## src/rtl/fifo_rd_ctrl.sv

```systemverilog
// Read-side controller for the dual-port FIFO: owns the read pointer and feeds
// a registered show-ahead output stage with valid/ready, plus fill status.
module fifo_rd_ctrl #(
   parameter int unsigned DSIZE     = 8,
   parameter int unsigned ASIZE     = 4,
   parameter int unsigned AEMPTY_TH = 2
) (
   input  logic             rclk,
   input  logic             rrst,
   input  logic [ASIZE:0]   rq2_wptr,
   input  logic [DSIZE-1:0] rdata_mem,
   output logic [ASIZE-1:0] raddr,
   output logic [ASIZE:0]   rptr,
   output logic             rempty,
   output logic             out_valid,
   output logic [DSIZE-1:0] out_data,
   input  logic             out_ready,
   output logic             raempty,
   output logic [ASIZE:0]   rcount,
   output logic             rerr
);

   localparam int unsigned PW    = ASIZE + 1;
   localparam int unsigned DEPTH = 1 << ASIZE;

   function automatic logic [PW-1:0] bin2gray(input logic [PW-1:0] b);
      return b ^ (b >> 1);
   endfunction

   // Each binary bit is the XOR of all Gray bits at or above it.
   function automatic logic [PW-1:0] gray2bin(input logic [PW-1:0] g);
      logic [PW-1:0] b;
      b = '0;
      for (int i = 0; i < int'(PW); i++) b[i] = ^(g >> i);
      return b;
   endfunction

   logic [PW-1:0] rbin;
   logic [PW-1:0] rbin_next;
   logic [PW-1:0] wbin;
   logic [PW-1:0] rcount_next;
   logic          perr;
   logic          pop;

   // Status and pop decision from the current registered state only.
   always_comb begin
      wbin        = gray2bin(rq2_wptr);
      rcount      = wbin - rbin;
      rempty      = (rptr == rq2_wptr);
      perr        = 32'(rcount) > DEPTH;
      pop         = !rempty && !perr && (!out_valid || out_ready);
      rbin_next   = rbin + PW'(pop);
      rcount_next = wbin - rbin_next;
   end

   assign raddr = rbin[ASIZE-1:0];

   always_ff @(posedge rclk or posedge rrst) begin
      if (rrst) begin
         rbin      <= '0;
         rptr      <= '0;
         out_valid <= 1'b0;
         out_data  <= '0;
         raempty   <= 1'b1;
         rerr      <= 1'b0;
      end else begin
         rbin    <= rbin_next;
         rptr    <= bin2gray(rbin_next);
         raempty <= 32'(rcount_next) <= AEMPTY_TH;
         if (perr) rerr <= 1'b1;
         // Refill in the same cycle the stage drains so streaming has no bubbles.
         if (pop) begin
            out_data  <= rdata_mem;
            out_valid <= 1'b1;
         end else if (out_valid && out_ready) begin
            out_valid <= 1'b0;
         end
      end
   end

endmodule

```

## config.mk

```make
export PLATFORM = sky130hd
export DESIGN_NAME = fifo_rd_ctrl
export DESIGN_NICKNAME = d
export VERILOG_FILES = /design/src/rtl/fifo_rd_ctrl.sv
export SDC_FILE = /design/constraint.sdc
export NUM_CORES = 1
export LEC_CHECK = 0
export CAP_MARGIN = 20
export CORE_ASPECT_RATIO = 1.25
export CORE_MARGIN = 2
export CORE_UTILIZATION = 44
export DETAILED_ROUTE_END_ITERATION = 6
export PLACE_DENSITY = 0.78
export REMOVE_ABC_BUFFERS = 1
export SLEW_MARGIN = 20
export SYNTH_ARGS = -nofsm -noshare
export SYNTH_HDL_FRONTEND = slang
export SYNTH_SLANG_ARGS = --single-unit
```

## constraint.sdc

```tcl
create_clock -name rclk -period 4.4 [get_ports rclk]
set_clock_uncertainty 0.1 [all_clocks]
set_input_delay 0.44 -clock rclk [delete_from_list [all_inputs] [get_ports rclk]]
set_output_delay 0.44 -clock rclk [all_outputs]
set_load 0.1 [all_outputs]
```

==> results.toml <==
[timing]
hold_violations = 0
fin_crit_ps = 4170
max_slew.worst_pin.slew_ps = 982
whs_ps = 379
setup_viol = 0
fmax_mhz = 240
min_period_over_period_pct = 94.8
rsz0062_at_grt = "no"
relSlewSlack_pct = 34.3
slew_viol_final = 0

[logic_synthesis]
synth-edff-count = 0
yosysSeqAreaShare_pct = 41.8
synth_cells = 103
synth_cell_type_count = 28
synth_top_area_cell = "dfrtp_1"
yosys-top-cells-area = "dfrtp_1, xnor2_1, ha_1"
synth_seq_cells = 20
yosys_warnings = 0
async_flop_share_pct = 100
postSynthAreaPerCell_um2 = 11.7
synth_area_um2 = 1200
synthFlopType = "dfrtp_1"
synth_top_area_share_pct = 39.6

[layout]
final_nets = 200
layoutNonFillerInstCount = 206
final_common_cell = "clkdlybuf4s50_1"
final_cell_mix = "clkdlybuf4s50_1, buf_4, dfrtp_1"
synthToLayoutAreaGrowth_pct = 68.3
antenna_cells = 0
drive_gt1_share_pct = 37.8
fillers = 179

[cts]
clk_pin_slew_ps = 120
cts_num_sinks = 20
clockRootBuffer = "clkbuf_4"
postCtsHoldBufs = 0
cts_max_level = 1
cts_tree = "built"
clk_path_buf_depth = 2
clock_latency_ps = 310
cts_made_buffers = 3

[global_route]
grt_max_degree = 21
grt_overflow = 0
grt_pass1_wl_mm = 4.94
antenna_found_initial = 0
grt_pass1_vias = 1075
grt.total_usage_pct = 20.7

[detailed_routing]
drc = 0
ant_nets = 0
wl_met3_um = 131
wl_met2_mm = 1.54
wl_met1_mm = 1.15
viasPerCell = 4.95
drt_iter0_drc = 13
drt_wl_total_mm = 2.92
dr.pass1.iters = 4
wl_per_cell_um = 14.2
vias = 1019
highest_layer = "met4"

[worst_setup_path]
worstSetupPathType = "input port to register"
critical_path_arrival_ps = 4310
cp-end-kind = "register"
path_max_fanout = 2
cp.required_ps = 4540
cp-start-kind = "input port"

[floorplan]
initial_core_util_pct = 45.7
rows = 21
die_w_um = 50.7
coreArea_um2 = 2630
ios = 42
die_y_um = 62.4
die_area_um2 = 3170

[run_status]
status = "completed"

[flow_run]
drv_cap = 0

[placed_design]
port_buffers = 41
dp_hpwl_mm = 2.27
dp.cells = 196
finalWeightedCongestion = 0.907

[worst_hold_path]
hold_path.class = "register to register"
## cells in the mapped netlist, types with 2 or more instances
cell and instances:
dfrtp_1 19, xor2_1 7, xnor2_1 14, nand3_1 4, inv_1 13, nor2_1 5
ha_1 9, mux2_2 8, a21oi_1 4, fa_1 2
## cell families (layout without fill, tap and decap cells)
| kind of cell | Yosys count | after routing | synth area share [%] |
|---|---|---|---|
| flops | 20 | 20 | 41.8 |
| compound gates | 8 | 8 | 5.63 |
| simple gates | 18 | 18 | 7.81 |
| fa+ha+maj | 12 | 12 | 13.6 |
| mux | 9 | 9 | 8.33 |
| buf+inv | 13 | 82 | 4.06 |
| xor+xnor | 23 | 23 | 18.8 |
## final timing paths
path	cells past startpoint	slack [ps]	startpoint	end
worst max-delay path	19	230	rq2_wptr[4]	raempty$_DFF_PP1_
worst min-delay path	1	380	rerr$_DFFE_PP0P_	rerr$_DFFE_PP0P_
worst max register to register	15	840	rbin[0]$_DFF_PP0_	raempty$_DFF_PP1_
worst min register to register	1	380	rerr$_DFFE_PP0P_	rerr$_DFFE_PP0P_
max in group asynchronous	2	3280	rrst	rbin[0]$_DFF_PP0_
min in group asynchronous	2	440	rrst	out_data[7]$_DFFE_PP0P_
## through the flow
step	setup WS [ps]	utilization, %	cell area, um^2	TNS (ps)
4_1_cts	4.19	75.0	1970	0
2_1_floorplan	-1880	-	1200	-16470
6_report	227	77.0	2020	0
3_5_place_dp	-710	69.4	1820	-1100
3_3_place_gp	-563	69.4	1820	-657
5_1_grt	31.9	77.0	2020	0
## state kept, by name (all words and copies together), names as in the netlist
register and cells:
out_data 8, rbin 5, rptr 4, out_valid 1, raempty 1, rerr 1
## critical path: stages
cell and delay (ps):
dlymetal6s2s_1 150, xor3_2 450, xnor2_4 170, xor2_2 200, ha_2 200, fa_1 510
buf_4 110, nand3_1 60, nor2_1 140, mux2i_2 110, a221oi_4 330, ha_4 260
ha_1 210, fa_2 350, inv_2 70, maj3_2 170, a21oi_1 80, xnor2_1 150
a211oi_2 160
## area by class of cell
class	count	area [um^2]	area share [%]
inverters	13	48.8	2.41
well taps	34	42.5	2.10
repair buffers	65	622	30.8
clock inverters	1	30.0	1.49
multi-input cells	70	754	37.3
clock buffers	3	22.5	1.11
flip-flops and latches	20	502	24.8
## per-layer routing
layer / vias up / track usage [%]
li1: 483 / -
met1: 488 / 24.3
met2: 41 / 37.2
met3: 7 / 3.11
met4: 0 / 7.77
met5: - / 0
## what timing repair did
item | CTS | global route
pin swaps | 10 | 13
setup buffers | 5 | 2
resized for setup | 12 | 10
endpoints found under the setup margin | 1 | 1
Power is left out: the tool's default activity adds up to more than one toggle a clock period on the data nets, which glitch-free logic cannot reach.
